**config.mk**
```make
export PLATFORM = sky130hd
export DESIGN_NAME = nrisc_mux16_arb
export DESIGN_NICKNAME = d
export VERILOG_FILES = /design/src/rtl/nrisc_mux_pkg.sv /design/src/rtl/nrisc_rr_arb16.sv /design/src/rtl/nrisc_mux16_arb.sv
export SDC_FILE = /design/constraint.sdc
export NUM_CORES = 1
export LEC_CHECK = 0
export CORE_AREA = 4 4 121 123
export CTS_CLUSTER_DIAMETER = 60
export DETAILED_ROUTE_END_ITERATION = 8
export DIE_AREA = 0 0 125 127
export DONT_BUFFER_PORTS = 1
export PLACE_DENSITY = 0.65
export SLEW_MARGIN = 0
export SYNTH_ARGS = -nofsm -noshare
export SYNTH_HDL_FRONTEND = slang
export SYNTH_SLANG_ARGS = --single-unit
```
**constraint.sdc**
```tcl
create_clock -name clk -period 7.3 [get_ports clk]
set_input_delay 1.46 -clock clk [delete_from_list [all_inputs] [get_ports clk]]
set_output_delay 1.46 -clock clk [all_outputs]
set_load 0.005 [all_outputs]
```
**src/rtl/nrisc_mux_pkg.sv**
```systemverilog
// Shared constants and types for the NRISC 16-lane collector and its arbiter.
package nrisc_mux_pkg;

    localparam int NSRC    = 16;
    localparam int SELW    = 4;
    localparam int DEF_TAM = 16;

    typedef logic [SELW-1:0] lane_idx_t;

    // Successor lane; the 4-bit type gives the 15 -> 0 wrap for free.
    function automatic lane_idx_t next_lane(input lane_idx_t idx);
        return idx + 4'd1;
    endfunction

endpackage

```
**src/rtl/nrisc_rr_arb16.sv**
```systemverilog
// Combinational 16-way round-robin arbiter: first requester at or above ptr, wrapping.
module nrisc_rr_arb16
    import nrisc_mux_pkg::*;
(
    input  logic [NSRC-1:0] req,
    input  lane_idx_t       ptr,
    output logic [NSRC-1:0] grant,
    output lane_idx_t       grant_idx,
    output logic            grant_exists
);

    lane_idx_t cand_s;

    // Rotating priority search starting at ptr.
    always_comb begin
        cand_s       = ptr;
        grant_idx    = ptr;
        grant_exists = 1'b0;
        for (int k = 0; k < NSRC; k++) begin
            cand_s = ptr + lane_idx_t'(k);
            if (!grant_exists && req[cand_s]) begin
                grant_exists = 1'b1;
                grant_idx    = cand_s;
            end else begin
                grant_exists = grant_exists;
            end
        end
    end

    // One-hot form of the winning index.
    always_comb begin
        grant = {NSRC{1'b0}};
        if (grant_exists) begin
            grant[grant_idx] = 1'b1;
        end else begin
            grant = {NSRC{1'b0}};
        end
    end

endmodule

```
**src/rtl/nrisc_mux16_arb.sv**
```systemverilog
// Merges 16 valid/ready producer lanes onto one registered output lane,
// with round-robin or forced lane selection.
module nrisc_mux16_arb
    import nrisc_mux_pkg::*;
#(
    parameter int TAM = DEF_TAM
) (
    input  logic                clk,
    input  logic                rst_n,
    input  logic [NSRC*TAM-1:0] mux_in,
    input  logic [NSRC-1:0]     mux_valid,
    output logic [NSRC-1:0]     mux_ready,
    input  logic                mux_force_en,
    input  logic [SELW-1:0]     mux_force_sel,
    output logic [TAM-1:0]      out_data,
    output logic [SELW-1:0]     out_sel,
    output logic                out_valid,
    input  logic                out_ready
);

    logic [NSRC-1:0] req_s;
    logic [NSRC-1:0] grant_s;
    lane_idx_t       grant_idx_s;
    logic            grant_exists_s;
    logic            load_en_s;
    logic            take_s;
    logic [TAM-1:0]  lane_data_s;

    lane_idx_t       ptr_r;
    lane_idx_t       out_sel_r;
    logic [TAM-1:0]  out_data_r;
    logic            out_valid_r;

    // Forcing masks the request down to the selected lane, so the arbiter
    // can only pick that lane regardless of ptr.
    always_comb begin
        req_s = {NSRC{1'b0}};
        if (mux_force_en) begin
            req_s = mux_valid & ({{(NSRC-1){1'b0}}, 1'b1} << mux_force_sel);
        end else begin
            req_s = mux_valid;
        end
    end

    nrisc_rr_arb16 u_arb (
        .req          (req_s),
        .ptr          (ptr_r),
        .grant        (grant_s),
        .grant_idx    (grant_idx_s),
        .grant_exists (grant_exists_s)
    );

    // Load enable, transfer qualification and the granted lane's data.
    always_comb begin
        load_en_s   = ~out_valid_r | out_ready;
        take_s      = load_en_s & grant_exists_s;
        lane_data_s = mux_in[grant_idx_s*TAM +: TAM];
    end

    // Ready is forced low while reset is asserted, even though the output
    // register is empty and would otherwise accept.
    always_comb begin
        mux_ready = {NSRC{1'b0}};
        if (rst_n) begin
            mux_ready = grant_s & {NSRC{take_s}};
        end else begin
            mux_ready = {NSRC{1'b0}};
        end
    end

    // Output register and round-robin pointer.
    always_ff @(posedge clk or negedge rst_n) begin
        if (!rst_n) begin
            out_valid_r <= 1'b0;
            out_data_r  <= {TAM{1'b0}};
            out_sel_r   <= 4'd0;
            ptr_r       <= 4'd0;
        end else if (take_s) begin
            out_valid_r <= 1'b1;
            out_data_r  <= lane_data_s;
            out_sel_r   <= grant_idx_s;
            ptr_r       <= next_lane(grant_idx_s);
        end else if (load_en_s) begin
            out_valid_r <= 1'b0;
        end else begin
            out_valid_r <= out_valid_r;
        end
    end

    assign out_data  = out_data_r;
    assign out_sel   = out_sel_r;
    assign out_valid = out_valid_r;

endmodule
```
==> impl_metrics.ini, run 1 <==
[outcome]
status = completed

[yosys]
ys_types = 84
yosys.area.top_type = mux2i_1
syn_inst = 756
syn_area_per_cell_um2 = 8.76
synthTopCellsByArea = mux2i_1 32%, dfrtp_1 9.4%, mux4_2 8.8%
yosysMostFrequentCell = mux2i_1
postSynth.asyncResetShare_pct = 100
yosys.area.top_type_share_pct = 31.6
synth.cell_area_um2 = 6620
synth_edf_count = 0
yosysSeqAreaShare_pct = 9.45
ys_warn_count = 0
ys.flop_type = dfrtp_1
synth_nets = 1043
ys_ff_latch = 25
synth_commonest_cells = 209 x mux2i_1, 40 x nor2_1, 36 x a211oi_1, 36 x nand2_1, 34 x a22oi_1

[sta]
rsz0062_at_grt = no
setup_tns_ns = 0
hold_ws_ns = 0.529
post-route-min-period_ns = 6.89
setup_viol = 0
max_freq_mhz = 145
hold_viol = 0
fin_crit_sh_pct = 94.4
slew_violations = 0
worstMarginPinSlew_ns = 1.08
finClkSkew_ns = 0.00306
slew-limit-headroom_pct = 27.0

[final_layout]
utilization_pct = 50.3
nNetsFinal = 1015
areaGrowthSynthToFinish_pct = 3.80
layout-drive-gt1-share_pct = 11.1
n_fill_cell = 1335
stdcell_area_um2 = 6870

[grt]
first_global_vias = 6282
grt_use_total_pct = 32.1
antenna_found_initial = 6
gr-total-overflow = 0
grt_max_degree = 111
grt_pass1_wl_mm = 39.6

[critical_path]
crit_path_end_kind = output port
arrival_ns = 5.43
critPathKind = input pin to output port
startpoint_type = input pin
cp_max_fo = 16
worstPathRequired_ns = 5.84

[clock_network]
cts_tree = built
post-cts-setup-buffers = 0
cts-root-buf = clkbuf_16
clk_pin_slew_ns = 0.07
htree_levels = 1
numCtsBuffers = 3
postCtsHoldBufs = 0
cts.sinks = 25
cts_buffer_depth = 2
clk_latency_ns = 0.26
cts_resized = 0

[routing]
dr.first_iter.drc_count = 773
detail_route.wl_per_cell_um = 30.3
wl_mm = 27.6
drcViolationCount = 0
viasPerCell = 7.28
dr_total_vias = 6642
antenna_left = 0
drt_pre_antenna_iters = 5

[floorplanning]
dieHeight_um = 127
start_util_pct = 48.5
num_io_pins = 317
core_um2 = 13700
rows = 43
dieArea_um2 = 15900
dieWidth_um = 125

[place]
hpwl_mm = 23.0
dpl_cell_area_um2 = 6780
port_buffers = 0
gp_congestion = 1.01

[min_path]
hold_class = flop to flop

[run]
drv_cap = 0
==> metrics by stage <==
stage               setup WS [ns]  std cells
CTS                         0.515        907
global placement            0.634        903
global route                0.174        912
floorplan                   0.845        756
detailed placement          0.556        903
finish                      0.411        912
==> critical path, cell delays in order <==
cell and delay (ns):
o41ai_1 0.79, and3_1 0.34, nor3_1 0.10, o41ai_1 0.73, a21oi_4 0.19, and4b_1 0.33, nand3_2 0.18, o22ai_1 0.09
a21oi_1 0.13, a2bb2oi_1 0.53, nor2b_2 0.33, nor2b_1 0.22
==> flip-flops by register name, summed over array words and instances (netlist names) <==
register / cells
out_data: 16
out_sel: 4
out_valid: 1
ptr_r: 4
==> logic make-up (layout without fill, tap and decap cells) <==
group,after synthesis,after routing,share of synthesized area (%)
compound gates,221,221,24.9
xor+xnor,13,13,1.83
fa+ha+maj,7,7,1.32
buf+inv,78,49,6.18
flops,25,25,9.45
mux,239,239,41.1
other cells,0,5,0
simple gates,173,173,15.2
==> final timing paths <==
path	startpoint	to	cells after the start	slack, ns
setup reg to reg	ptr_r[1]$_DFFE_PN0N_	out_data[0]$_DFFE_PN0N_	17	1.18
hold reg to reg	out_sel[0]$_DFFE_PN0N_	out_sel[0]$_DFFE_PN0N_	2	0.53
hold / removal	out_sel[0]$_DFFE_PN0N_	out_sel[0]$_DFFE_PN0N_	2	0.53
max in group asynchronous	rst_n	out_data[3]$_DFFE_PN0N_	0	6.33
setup / recovery	mux_force_sel[0]	mux_ready[4]	12	0.41
min in group asynchronous	rst_n	out_sel[3]$_DFFE_PN0N_	0	0.89
==> per-layer routing <==
layer  global-route usage, %  vias up  wire (um)
li1                        -     2977          -
met1                    40.9     3202      10800
met2                    52.4      392      13300
met3                    4.35       69       1910
met4                    18.6        2       1630
met5                       0        -         14
==> placed cells by master, fill, tap and decap left out, types with 10 or more instances in the layout <==
master / instances
mux2i_1: 209
nor2_1: 40
a211oi_1: 36
nand2_1: 36
a22oi_1: 34
buf_4: 29
o21ai_0: 28
mux4_2: 26
dfrtp_1: 25
a31oi_1: 18
o21a_1: 17
a21oi_1: 16
o211a_1: 15
nor2b_1: 12
inv_1: 11
xnor2_1: 10
==> cell type report <==
cell class              instances  area [um2]  area share (%)
multi-input cells             653        5620            81.8
well taps                     180         225            3.28
clock buffers                   3        75.1            1.09
inverters                      14        52.6           0.764
diodes                          5        12.5           0.182
flip-flops and latches         25         626            9.10
clock inverters                 1        5.00          0.0728
repair buffers                 31         258            3.75
Power of run 1 is not shown: default switching activity piles up to over one toggle a cycle in this logic, so the estimate is an artifact.
==> run 2, diff against run 1 <==
Settings changed: ABC_AREA set to 1, ABC_CLOCK_PERIOD_IN_PS set to 7300, CORE_AREA 4 4 121 123 to unset, CORE_MARGIN set to 4, CORE_UTILIZATION set to 45, DIE_AREA 0 0 125 127 to unset, PLACE_DENSITY 0.65 to 0.61.
==> impl_metrics.ini, run 2 <==
[outcome]
status = completed

[yosys]
yosys.area.top_type = nand2_1
syn_area_per_cell_um2 = 4.83
synth.cell_area_um2 = 6620
synth_edf_count = 0
yosys.area.top_type_share_pct = 44.1
synthTopCellsByArea = nand2_1 44%, nand3_1 22%, dfrtp_1 9.4%
postSynth.asyncResetShare_pct = 100
yosysMostFrequentCell = nand2_1
ys.flop_type = dfrtp_1
synth_nets = 1657
syn_inst = 1370
ys_ff_latch = 25
ys_warn_count = 0
yosysSeqAreaShare_pct = 9.44
synth_commonest_cells = 778 x nand2_1, 289 x nand3_1, 52 x inv_1
ys_types = 40

[sta]
post-route-min-period_ns = 6.47
worstMarginPinSlew_ns = 1.10
max_freq_mhz = 154
hold_viol = 0
rsz0062_at_grt = no
slew-limit-headroom_pct = 26.4
setup_tns_ns = 0
finClkSkew_ns = 0.00176
setup_viol = 0
fin_crit_sh_pct = 88.7
slew_violations = 0

[routing]
wl_mm = 24.3
antenna_left = 0
top_layer = met4
drcViolationCount = 0
wl_met2_mm = 12.1
drt_pre_antenna_iters = 7
viasPerCell = 5.59
dr.first_iter.drc_count = 711
dr_wl_met3_mm = 1.65
dr_total_vias = 8344
detail_route.wl_per_cell_um = 16.3
met1_length_mm = 9.98

[floorplanning]
core_um2 = 14500
num_io_pins = 317
dieArea_um2 = 16700
start_util_pct = 45.7
dieHeight_um = 129
dieWidth_um = 129
rows = 44

[final_layout]
final_cells = 1493
layout_common_cells = 778 x nand2_1, 289 x nand3_1, 52 x inv_1
final_common_cell = nand2_1
largest_reg_flops = 16
nNetsFinal = 1597
antennaDiodeCount = 0
utilization_pct = 45.9
layout-drive-gt1-share_pct = 4.58
n_fill_cell = 1734
areaGrowthSynthToFinish_pct = 0.264

[clock_network]
htree_levels = 1
post-cts-setup-buffers = 0
cts_resized = 0
cts.sinks = 25
cts_tree = built
postCtsHoldBufs = 0
numCtsBuffers = 3
clk_latency_ns = 0.26
clk_pin_slew_ns = 0.06
cts_buffer_depth = 2
cts-root-buf = clkbuf_16

[min_path]
hold_class = flop to flop
hold_start = out_data[11]$_DFFE_PN0N_
whs_path_depth = 2
min_to = out_data[11]$_DFFE_PN0N_

[critical_path]
worst_path_max_delay_cell = dfrtp_1
crit_path_end_kind = output port
arrival_ns = 5.01
cpMostUsedCell = nand3_1
slowest_delay_ns = 0.89
reg2reg_depth = 28
r2r_setup_slack_ns = 1.35
timing.rr.end = out_data[11]$_DFFE_PN0N_
worstPathRequired_ns = 5.84
cp_max_fo = 33
startpoint_type = flop
r2r-start = ptr_r[0]$_DFFE_PN0N_
critPathKind = flop to output port
cp_cell_sequence = inv_2 > ha_1 > inv_1 > nand3_1 > nand3_1 > nand3_1 > nand2_2 > nand2_4 > nor2_4 > nand2_4 > nor2_8 > nand4_4 > nor2_4 > nand4_2 > nor2_4 > nand3_4 > nor2_8 > nand2_2 > buf_4 > nand2_2 > nand3_1 > nor2_1

[grt]
grt_max_degree = 113
gr-total-overflow = 0
antenna_found_initial = 0
grt_use_total_pct = 27.7
grt_pass1_wl_mm = 37.9
first_global_vias = 7598

[place]
port_buffers = 0
dp_cells = 1489
hpwl_mm = 19.5
gp_congestion = 0.954

[run]
drv_cap = 0
==> run 2: cell count changes after synthesis, moves of 15 or more <==
cell | before | now
nand2_1 | 36 | 778
nand3_1 | 9 | 289
mux2i_1 | 209 | 0
inv_1 | 11 | 52
a211oi_1 | 36 | 0
a22oi_1 | 34 | 0
buf_2 | 21 | 50
mux4_2 | 26 | 0
a31oi_1 | 18 | 0
nand4_1 | 4 | 21
o211a_1 | 15 | 0
==> run 2: stage by stage <==
step | setup slack (ns) | instance area, um2 | hold WS [ns]
4_1_cts | 0.868 | 6640 | 0.531
5_1_grt | 0.371 | 6640 | 0.555
3_5_place_dp | 1.13 | 6560 | 0.514
3_3_place_gp | 1.17 | 6560 | 0.515
2_1_floorplan | 1.41 | 6620 | 0.472
6_report | 0.826 | 6640 | 0.516
==> run 2: routing by layer <==
layer / GRT usage (%) / vias up
met5: 0 / -
met4: 6.55 / 0
met3: 3.67 / 39
met2: 48.0 / 350
met1: 36.5 / 3710
li1: - / 4245
==> run 2: cell type report <==
type / instances / area (um2) / share of cell area (%)
inverters: 62 / 233 / 3.50
clock buffers: 3 / 75.1 / 1.13
clock inverters: 1 / 5.00 / 0.0754
multi-input cells: 1199 / 5330 / 80.3
flip-flops and latches: 25 / 626 / 9.42
well taps: 184 / 230 / 3.47
repair buffers: 19 / 143 / 2.15
==> run 2: cells by family after synthesis <==
group | after synthesis | share of synthesized area [%]
and+or+nand+nor | 1147 | 74.0
AOI/OAI and AO/OA | 37 | 3.29
adders and majority gates | 7 | 1.32
buffers and inverters | 146 | 10.5
xor gates and xnor gates | 8 | 1.45
DFF | 25 | 9.44
==> run 2: worst max-delay path: cells and delay by family, from the launching register on <==
kind | cells | cell delay (ns)
buffers and inverters | 3 | 0.74
AND/OR/NAND/NOR | 18 | 2.53
adder cells (fa/ha/maj) | 1 | 0.55
flip-flops | 1 | 0.89
==> run 2: worst max-delay path by stage <==
stage | startpoint | to | slack, ns | cells after the start
floorplan | mux_force_sel[0] | mux_ready[0] | 1.41 | 28
global placement | mux_force_sel[0] | mux_ready[14] | 1.17 | 24
detailed placement | mux_force_sel[0] | mux_ready[14] | 1.13 | 24
CTS | ptr_r[0]$_DFFE_PN0N_ | mux_ready[14] | 0.87 | 22
global route | ptr_r[0]$_DFFE_PN0N_ | mux_ready[3] | 0.37 | 26
finish | ptr_r[0]$_DFFE_PN0N_ | mux_ready[2] | 0.83 | 22
Power of run 2 is left out for the same reason.
